==> config.mk <==
export PLATFORM = sky130hd
export DESIGN_NAME = pwm_led_dimmer
export DESIGN_NICKNAME = d
export VERILOG_FILES = /design/src/rtl/pwm_led_dimmer.sv
export SDC_FILE = /design/constraint.sdc
export NUM_CORES = 1
export LEC_CHECK = 0
export ABC_AREA = 1
export BUFFER_PORTS_ARGS = -buffer_cell sky130_fd_sc_hd__buf_4
export CELL_PAD_IN_SITES_DETAIL_PLACEMENT = 0
export CELL_PAD_IN_SITES_GLOBAL_PLACEMENT = 1
export CORE_ASPECT_RATIO = 1.4
export CORE_MARGIN = 3
export CORE_UTILIZATION = 47
export DETAILED_ROUTE_END_ITERATION = 12
export PLACE_DENSITY = 0.81
export SLEW_MARGIN = 20
export SYNTH_ARGS = -nofsm -noshare
export SYNTH_HDL_FRONTEND = slang
export SYNTH_SLANG_ARGS = --single-unit
==> constraint.sdc <==
create_clock -name CLK -period 3.7 [get_ports CLK]
set_clock_uncertainty 0.15 [all_clocks]
set_input_delay 0.74 -clock CLK [delete_from_list [all_inputs] [get_ports CLK]]
set_output_delay 0.74 -clock CLK [all_outputs]
set_load 0.01 [all_outputs]
==> src/rtl/pwm_led_dimmer.sv <==
// pwm_led_dimmer: N-channel LED output stage. A shared free-running PWM gates
// every logic input. Two debounced push-buttons step the duty up or down.
// A new duty is only adopted at the PWM wrap, so a period never mixes two duties.
module pwm_led_dimmer #(
  parameter int NUM_LEDS      = 5,
  parameter int PWM_BITS      = 8,
  parameter int DEBOUNCE_BITS = 16,
  parameter int DUTY_STEP     = 8,
  parameter int DUTY_INIT     = 8
) (
  input  logic                CLK,
  input  logic                RST_N,
  input  logic                BTN_UP,
  input  logic                BTN_DOWN,
  input  logic [NUM_LEDS-1:0] LED_IN,
  output logic [NUM_LEDS-1:0] LED_OUT,
  output logic [PWM_BITS-1:0] DUTY
);

  localparam logic [PWM_BITS-1:0]      PWM_MAX  = '1;
  localparam logic [DEBOUNCE_BITS-1:0] DB_MAX   = '1;
  localparam logic [PWM_BITS-1:0]      INIT_VAL = PWM_BITS'(DUTY_INIT);
  localparam logic [PWM_BITS:0]        STEP_W   = (PWM_BITS+1)'(DUTY_STEP);
  localparam logic [PWM_BITS:0]        MAX_W    = {1'b0, PWM_MAX};

  // PWM and LED output state
  logic [PWM_BITS-1:0] pwm_cnt_q, pwm_cnt_d;
  logic [NUM_LEDS-1:0] led_q, led_d;

  // Button path state; index 0 is the up button, index 1 the down button
  logic [1:0]                          btn_raw;
  logic [1:0]                          sync1_q, sync2_q;
  logic [1:0]                          db_state_q, db_state_d;
  logic [1:0][DEBOUNCE_BITS-1:0]       db_cnt_q, db_cnt_d;
  logic [1:0]                          press;

  // Duty registers: pending collects presses, active drives the comparator
  logic [PWM_BITS-1:0] duty_pending_q, duty_pending_d;
  logic [PWM_BITS-1:0] duty_active_q, duty_active_d;
  logic [PWM_BITS:0]   duty_sum, duty_diff;

  assign btn_raw = {BTN_DOWN, BTN_UP};

  // Counter advance and PWM gating of every channel
  always_comb begin
    pwm_cnt_d = pwm_cnt_q + PWM_BITS'(1);
    led_d     = LED_IN & {NUM_LEDS{pwm_cnt_q < duty_active_q}};
  end

  // Debounce: the synchronised level must differ from the accepted state for
  // the full counter range before it is taken; a rising acceptance is a press
  always_comb begin
    db_state_d = db_state_q;
    db_cnt_d   = '0;
    press      = '0;
    for (int b = 0; b < 2; b++) begin
      if (sync2_q[b] != db_state_q[b]) begin
        if (db_cnt_q[b] == DB_MAX) begin
          db_state_d[b] = sync2_q[b];
          press[b]      = sync2_q[b];
        end else begin
          db_cnt_d[b] = db_cnt_q[b] + DEBOUNCE_BITS'(1);
        end
      end
    end
  end

  // Saturating duty step computed one bit wider so it can never wrap;
  // simultaneous presses cancel, and the pending value is applied only at wrap
  always_comb begin
    duty_sum       = {1'b0, duty_pending_q} + STEP_W;
    duty_diff      = {1'b0, duty_pending_q} - STEP_W;
    duty_pending_d = duty_pending_q;
    if (press == 2'b01) begin
      duty_pending_d = (duty_sum > MAX_W) ? PWM_MAX : duty_sum[PWM_BITS-1:0];
    end else if (press == 2'b10) begin
      duty_pending_d = duty_diff[PWM_BITS] ? '0 : duty_diff[PWM_BITS-1:0];
    end
    duty_active_d = (pwm_cnt_q == PWM_MAX) ? duty_pending_q : duty_active_q;
  end

  // PWM counter and registered LED drive
  always_ff @(posedge CLK) begin
    if (!RST_N) begin
      pwm_cnt_q <= '0;
      led_q     <= '0;
    end else begin
      pwm_cnt_q <= pwm_cnt_d;
      led_q     <= led_d;
    end
  end

  // Two-flop synchronisers and debounce registers for both buttons
  always_ff @(posedge CLK) begin
    if (!RST_N) begin
      sync1_q    <= '0;
      sync2_q    <= '0;
      db_state_q <= '0;
      db_cnt_q   <= '0;
    end else begin
      sync1_q    <= btn_raw;
      sync2_q    <= sync1_q;
      db_state_q <= db_state_d;
      db_cnt_q   <= db_cnt_d;
    end
  end

  // Pending and active duty registers; reset drops any unapplied step
  always_ff @(posedge CLK) begin
    if (!RST_N) begin
      duty_pending_q <= INIT_VAL;
      duty_active_q  <= INIT_VAL;
    end else begin
      duty_pending_q <= duty_pending_d;
      duty_active_q  <= duty_active_d;
    end
  end

  assign LED_OUT = led_q;
  assign DUTY    = duty_active_q;

endmodule

After elaboration in Yosys (flattened, before gate mapping)

Index checks and enable logic that the tools add are counted.
Widths: inputs -> output; s select.

Add/subtract/negate cells: 5
Mux-type cells: 8
Order comparisons: 2
Equal/unequal tests: 7
Bitwise logic cells: 4
Reduce and logical (&&, ||, !) cells: 5

Operators by type and width:

| cell                  | number |
|---|---|
| $add 16x1->16 const B | 2 |
| $eq 16x16->1 const B  | 2 |
| $mux 8                | 4 |
| $add 8x4->9 const B   | 1 |
| $gt 9x8->1 const B    | 1 |
| $sub 8x4->9 const B   | 1 |
| $add 8x1->8 const B   | 1 |
| $eq 8x8->1 const B    | 1 |
| $lt 8x8->1            | 1 |
| $reduce_or 3->1       | 2 |
| $and 5x5->5           | 1 |
| $mux 1                | 4 |
| $reduce_and 2->1      | 2 |
| $not 1->1             | 3 |
| $eq 2x1->1 const B    | 1 |
| $eq 2x2->1 const B    | 1 |
| $ne 1x1->1            | 2 |
| $reduce_bool 2->1     | 1 |

Word-level logic and storage cells: 41
Output and inout bits: 13
Input bits: 9
Register bits after elaboration: 67

Depth between registers and ports, before layout

Gate-level depths: netlist (run 1).

Depth after elaboration: 6
Gate-level depth with buffers: 15
Depth with buffers taken out: 14

Least setup slack after synthesis (run 1)

Ideal clock, no wire load.

Path type: register to register
Start: reg db_cnt_q[0] in the netlist's numbering
End: reg duty_pending_q[7]
Arrival: 1.873 ns
Period minus slack after synthesis: 2.143 ns
Buffers on the path: 0
Data required time: 3.430 ns
Library setup time: 0.120 ns
Stages on the path, launching flop included: 13
Path slack: 1.557 ns
Path through: dfxtp_1 ha_1 nand2_1 nor2_2 nand3_2 nor2_1 nand3_1 nor4_1 ha_1 inv_1 nand2_1 nor2_1 a21oi_1

Cells in the longest elaborated chain, start to end: 5
Elaborated cells between the ends (all ways): 7
Those cells by class: eq/ne (3); mux (3); reduce/logical (1)

Ends and longest elaborated chain:

| element                                            | RTL line | RTL |
|---|---|---|
| start: declaration                                 | 34       | `logic [1:0][DEBOUNCE_BITS-1:0] db_cnt_q, db_cnt_d;` |
| start signal: assignment                           | 104      | `db_cnt_q <= db_cnt_d;` |
| $eq 16x16->1 (*)                                   | 58       | `if (db_cnt_q[b] == DB_MAX) begin` |
| $mux 1 (*)                                         | 58       |  |
| $mux 1 (*)                                         | 57       | `if (sync2_q[b] != db_state_q[b]) begin` |
| $eq 2x1->1 / $eq 2x2->1 (equally long branches)    | 74, 76   |  |
| $mux 8 / $reduce_bool 2->1 (equally long branches) | -        |  |
| end signal: assignment                             | 114      | `duty_pending_q <= duty_pending_d;` |
| end: declaration                                   | 38       | `logic [PWM_BITS-1:0] duty_pending_q, duty_pending_d;` |

Every way passes the cells marked *; elsewhere a longest branch is shown, timed or not.
A chain may end at the register's enable or synchronous reset.

Worst setup path in the final report (run 1)

Start: reg db_cnt_q[0] in the netlist's numbering
End: reg duty_pending_q[1]

The elaborated chain is that of the path after synthesis.

==> results.yml, run 1 <==
min_path:
  hold_class: "reg2reg"
detailed_routing:
  drtIter0Drc: 106
  antenna_left: 0
  first_pass_iters: 4
  viasPerCell: 4.91
  drc: 0
  num_vias: 2531
  wl_per_cell_um: 11.4
  drt-total-wl_um: 5880
logic_synthesis:
  synth.most_common_cell: "nand2_1"
  synth.cell_area_um2: 3100
  syn_nets: 438
  synth_edf_count: 0
  yosys_most_used_dff: "dfxtp_1"
  async_flop_share: 0
  synth_top_area_share: 0.407
  ys_seq_elements: 63
  synth.top_cells.by_count: "nand2_1 (87), dfxtp_1 (63), inv_1 (58)"
  yosysWarningCount: 0
  synth_top_cells_by_area: "dfxtp_1 (41%), nand2_1 (11%), inv_1 (7.0%)"
  postSynthCellCount: 415
  synthDistinctLibCells: 37
  postSynthAreaPerCell_um2: 7.47
  seq_area_frac_synth: 0.407
  yosysTopAreaCell: "dfxtp_1"
global_route:
  overflow: 0
  grt_max_degree: 27
  antenna_found_initial: 0
  first_global_vias: 2412
  grtUsageTotal: 0.173
  grt_pass1_wl_um: 10200
clock_network:
  cts.clk_slew.worst_paths_ps: 70
  clockBufferDepth: 2
  clk_latency_ps: 330
  cts_made_buffers: 9
  cts-htree-levels: 3
  cts_hold_repair.buffers: 0
  cts_sinks: 63
  post_cts_buffers: 0
  cts_resized: 0
  cts_tree: "yes"
  cts-root-buf: "clkbuf_8"
power_and_ir_drop:
  swShare: 0.222
  irDropWorstVdd_uv: 222
  clock_power_share: 0.438
  powerDensity_nw_per_um2: 374
  p_leak_nw: 1.48
  p_switching_uw: 288
  combPwrFrac: 0.029
  p_int_mw: 1.01
  seq_power_share: 0.533
critical_path:
  critPathRequiredTime_ps: 3800
  crit_family: "simple AND/OR/NAND/NOR gates"
  cp.buffers_inverters: 1
  crit_path_max_incr_delay_ps: 370
  crit_fanout: 8
  cp.arrival_ps: 2570
  start_kind: "flip-flop"
  slowest_stage: "dfxtp_1"
  critical_path_class: "reg2reg"
  end_kind: "flip-flop"
  path_cells: "ha_1, nand2_1, nor2_2, nand3_2, nor2_1, nand3_1, nor4_1, ha_1, inv_1, nand3_1, o21ai_0, a21oi_1"
timing:
  post-route-min-period_ps: 2470
  setup_tns_ps: 0
  rsz0062_at_grt: "false"
  slew_headroom: 0.815
  timing.fmax_mhz: 404
  min_period_over_period: 0.668
  setup_viol: 0
  tightest_slew_ps: 277
  slew_violations: 0
  hold_violations: 0
die:
  num_rows: 34
  die_h_um: 102
  die_w_um: 74.7
  core_area_um2: 6300
  boundaryPins: 22
  initial_core_util: 0.493
  dieArea_um2: 7620
place:
  io_buffers: 21
  globalplace.congestion: 0.869
  dp_cells: 499
  hpwl_um: 4370
finish:
  area_growth_pct: 11.9
  drive_gt1_frac: 0.156
  nets: 461
  num_antenna_cells: 0
  final_cells: 515
  final_util: 0.551
run_status:
  status: "completed"
flow_run:
  maxCapViolations: 0
[flip-flops by register name (all words and copies together) (netlist names)]
signal          count
LED_OUT             5
pwm_cnt_q           8
sync2_q             2
db_cnt_q           32
sync1_q             2
duty_pending_q      6
DUTY                6
db_state_q          2
[path summary, 6_finish.rpt]
| path | startpoint | end | slack, ps | cells past startpoint |
|---|---|---|---|---|
| min reg2reg | sync1_q[1] | sync2_q[1] | 260 | 2 |
| max | db_cnt_q[0] | duty_pending_q[1] | 1230 | 12 |
| min | sync1_q[1] | sync2_q[1] | 260 | 2 |
| max reg2reg | db_cnt_q[0] | duty_pending_q[1] | 1230 | 12 |
[worst min-delay path, cell delays in order, from the launching register on]
cell and delay, ps:
dfxtp_1 310, nand2_1 40, inv_1 40
[metal layers]
layer  global-route usage  part of all wire
met1                0.202              0.44
met2                0.294              0.51
met3               0.0325             0.029
met4               0.0959             0.019
met5                    0                 0
[cell usage in the layout, fill, tap and decap left out, drive strengths merged, types with 2 or more instances in the layout]
cell type and n:
nand2 89, dfxtp 63, inv 60, nor2 53
a21oi 35, nand3 28, buf 21, o21ai 20
ha 14, xor2 11, clkbuf 9, nor3 7
or2 7, clkinv 6, nand4 5, xnor2 3
nor3b 3, o21a 2, a31oi 2
[stage by stage]
step | cell area, um^2 | hold WS (ps) | power, mW | setup slack, ps
after floorplan | 3100 | 240 | 0.730 | 1560
after global placement | 3280 | 252 | 0.744 | 1340
after detailed placement | 3280 | 250 | 0.745 | 1290
after CTS | 3470 | 267 | 1.32 | 1220
after global routing | 3470 | 297 | 1.35 | 907
final | 3470 | 265 | 1.30 | 1230
[power groups by stage]
stage	registers, mW	clock network, mW	logic [mW]
final	0.691	0.569	0.0373
after global routing	0.692	0.612	0.0438
after CTS	0.691	0.590	0.0382
after detailed placement	0.707	0	0.0382
after global placement	0.707	0	0.0374
after floorplan	0.708	0	0.0227
[area by class of cell]
class	instances	area (um^2)
flip-flops and latches	63	1260
clock inverters	7	63.8
repair buffers	21	158
clock buffers	9	124
multi-input cells	283	1550
inverters	60	225
well taps	72	90.1
fillers	628	2830
[logic make-up after synthesis]
| kind of cell | Yosys count | share of synthesized area |
|---|---|---|
| compound gates | 61 | 0.104 |
| simple gates | 194 | 0.299 |
| flops | 63 | 0.407 |
| fa+ha+maj | 14 | 0.0565 |
| xor+xnor | 14 | 0.0395 |
| buf+inv | 69 | 0.0944 |
Note: power is estimated with default switching activity, not from simulation.
==> run 2, diff against run 1 <==
--- a/config.mk
+++ b/config.mk
@@ -5,15 +5,15 @@
 export SDC_FILE = /design/constraint.sdc
 export NUM_CORES = 1
 export LEC_CHECK = 0
-export ABC_AREA = 1
+export ABC_AREA = 0
 export BUFFER_PORTS_ARGS = -buffer_cell sky130_fd_sc_hd__buf_4
 export CELL_PAD_IN_SITES_DETAIL_PLACEMENT = 0
 export CELL_PAD_IN_SITES_GLOBAL_PLACEMENT = 1
 export CORE_ASPECT_RATIO = 1.4
 export CORE_MARGIN = 3
-export CORE_UTILIZATION = 47
+export CORE_UTILIZATION = 41
 export DETAILED_ROUTE_END_ITERATION = 12
-export PLACE_DENSITY = 0.81
+export PLACE_DENSITY = 0.73
 export SLEW_MARGIN = 20
 export SYNTH_ARGS = -nofsm -noshare
 export SYNTH_HDL_FRONTEND = slang
==> constraint.sdc (replaced) <==
create_clock -name CLK -period 2.1 [get_ports CLK]
set_clock_uncertainty 0.15 [all_clocks]
set_input_delay 0.42 -clock CLK [delete_from_list [all_inputs] [get_ports CLK]]
set_output_delay 0.42 -clock CLK [all_outputs]
set_load 0.01 [all_outputs]
==> results.yml, run 2 <==
flow_run:
  maxCapViolations: 0
global_route:
  grt_pass1_wl_um: 11800
  antenna_found_initial: 0
  first_global_vias: 2624
  overflow: 0
  grt_max_degree: 20
  grtUsageTotal: 0.178
logic_synthesis:
  synth.most_common_cell: "dfxtp_1"
  yosysTopAreaCell: "dfxtp_1"
  synth_top_area_share: 0.420
  yosys.area_share.simple: 0.239
  async_flop_share: 0
  postSynthCellCount: 344
  synthMuxAreaShare: 0.0100
  ys_seq_elements: 63
  postSynthAreaPerCell_um2: 8.72
  synth_top_cells_by_area: "dfxtp_1 (42%), ha_1 (5.8%), xnor2_1 (5.5%)"
  synth_compound_area_frac: 0.119
  synth_fa_ha_area_frac: 0.0584
  yosysWarningCount: 0
  synth-xor-area-share: 0.0963
  syn_nets: 367
  synthDistinctLibCells: 52
  synth.top_cells.by_count: "dfxtp_1 (63), nor2_1 (43), nand2_1 (22)"
  synth_edf_count: 0
  seq_area_frac_synth: 0.420
  synth.cell_area_um2: 3000
  yosys_most_used_dff: "dfxtp_1"
  synth_top_family_by_area: "simple AND/OR/NAND/NOR gates"
place:
  place_ws_ps: -215
  dp_cells: 498
  io_buffers: 21
  placed_area_um2: 3660
  globalplace.congestion: 0.883
  hpwl_um: 4910
die:
  dieArea_um2: 8390
  boundaryPins: 22
  initial_core_util: 0.427
  die_h_um: 107
  die_w_um: 78.3
  num_rows: 36
  core_area_um2: 7030
detailed_routing:
  drtIter0Drc: 73
  drt-total-wl_um: 6680
  num_vias: 2621
  first_pass_iters: 5
  antenna_left: 0
  viasPerCell: 5.06
  wl_per_cell_um: 12.9
  drc: 0
finish:
  most-common-layout-cells: "buf_4 (78), dfxtp_1 (55), nor2_1 (43)"
  final_cells: 518
  largest_register_ffs: 32
  area_growth_pct: 32.6
  final_util: 0.566
  fillers: 670
  nets: 441
  multi_input_area_um2: 1690
  final_area_um2: 3980
  final_common_cell: "buf_4"
  drive_gt1_frac: 0.288
  largest-register: "db_cnt_q"
  num_antenna_cells: 0
  regArea_um2: 1280
  reg.largest.list: "db_cnt_q: 32 flops, pwm_cnt_q: 8 flops"
critical_path:
  critPathRequiredTime_ps: 2200
  start_kind: "flip-flop"
  r2r_slack_ps: -240
  reg2reg_to: "duty_pending_q[6]"
  crit_fanout: 5
  crit_path_start: "db_cnt_q[17]"
  end_kind: "flip-flop"
  r2r_cells: 9
  critical_path_class: "reg2reg"
  cp.arrival_ps: 2440
  r2r_start: "db_cnt_q[17]"
clock_network:
  cts_sinks: 63
  cts-root-buf: "clkbuf_8"
  clk_latency_ps: 350
  cts_tree: "yes"
  cts_hold_repair.buffers: 0
  cts.clk_slew.worst_paths_ps: 70
  cts_made_buffers: 9
  clockBufferDepth: 2
  cts-htree-levels: 3
power_and_ir_drop:
  powerDensity_nw_per_um2: 643
  clock_power_share: 0.494
  swShare: 0.206
  p_int_mw: 2.03
  seq_power_share: 0.476
  p_leak_nw: 1.57
  combPwrFrac: 0.030
  irDropWorstVdd_uv: 404
  p_switching_uw: 527
timing:
  slew_headroom: 0.683
  post-route-min-period_ps: 2340
  hold_violations: 0
  slew_violations: 0
  min_period_over_period: 1.11
  final.setup.worst_slack_ps: -239
  timing.fmax_mhz: 428
  setup_tns_ps: -962
  tightest_slew_ps: 475
  rsz0062_at_grt: "true"
  setup_viol: 6
min_path:
  hold_class: "in2reg"
  hold_end: "sync1_q[1]"
  hold_start: "BTN_DOWN"
  hold_depth: 2
run_status:
  violations: "setup timing"
  status: "complete, but fails checks"
-- run 2: cell types whose count changed in the layout (fill, tap and decap cells not counted), sizes merged, moves of 6 or more --
cell	previous run	this run
nand3	28	17
nor4	1	7
and2	0	6
buf	21	78
nand2	89	22
inv	60	18
nand4	5	13
xnor2	3	19
a21oi	35	20
nor2	53	43
-- run 2: final cells by class --
type                       count  area share
tap                           95      0.0299
multi-input combinational    247       0.425
timing repair buffer          78       0.147
sequential                    63       0.321
clock inverter                 6      0.0274
clock buffer                  10      0.0321
inverter                      19      0.0179
-- run 2: through the flow --
step	power (mW)	hold slack (ps)
finish	2.56	126
global route	2.65	126
CTS	2.59	107
detailed placement	1.32	271
global placement	1.32	265
floorplan	1.29	262
-- run 2: worst max path at each step --
stage | end | depth (start not counted)
detailed placement | duty_pending_q[3] | 10
floorplan | duty_pending_q[6] | 11
global placement | duty_pending_q[3] | 10
finish | duty_pending_q[6] | 9
CTS | duty_pending_q[6] | 9
global route | duty_pending_q[4] | 12
-- run 2: critical path, cell delays in order (launching register included) --
cell and delay [ps]:
dfxtp_2 350, ha_4 130, and4_1 210, and4_4 230, nand3b_1 120, ha_4 200
or4_4 420, o21ai_2 120, a21oi_1 70, a311oi_1 250
-- run 2: what timing repair did --
action                                  CTS  global route
pin swaps                                 2             2
endpoints found under the setup margin    6             6
setup buffers                             2             2
resized for setup                         3             8
-- run 2: kinds of logic after synthesis --
kind of cell    count (synthesis)
simple gates                  140
flops                          63
compound gates                 57
buf+inv                        34
xor+xnor                       33
fa+ha+maj                      14
mux                             3
-- run 2: per-layer routing --
metal,vias up,part of all wire,global-route usage
met4,0,0.028,0.0888
met1,1217,0.43,0.208
met5,-,0,0
met3,14,0.032,0.0454
li1,1352,-,-
met2,38,0.50,0.301
-- run 2: power groups by stage --
| stage | logic (mW) | registers (mW) | clock network (mW) |
|---|---|---|---|
| final | 0.0762 | 1.22 | 1.26 |
| after detailed placement | 0.0764 | 1.25 | 0 |
| after global routing | 0.0851 | 1.22 | 1.35 |
| after floorplan | 0.0426 | 1.25 | 0 |
| after CTS | 0.0766 | 1.22 | 1.30 |
| after global placement | 0.0753 | 1.25 | 0 |
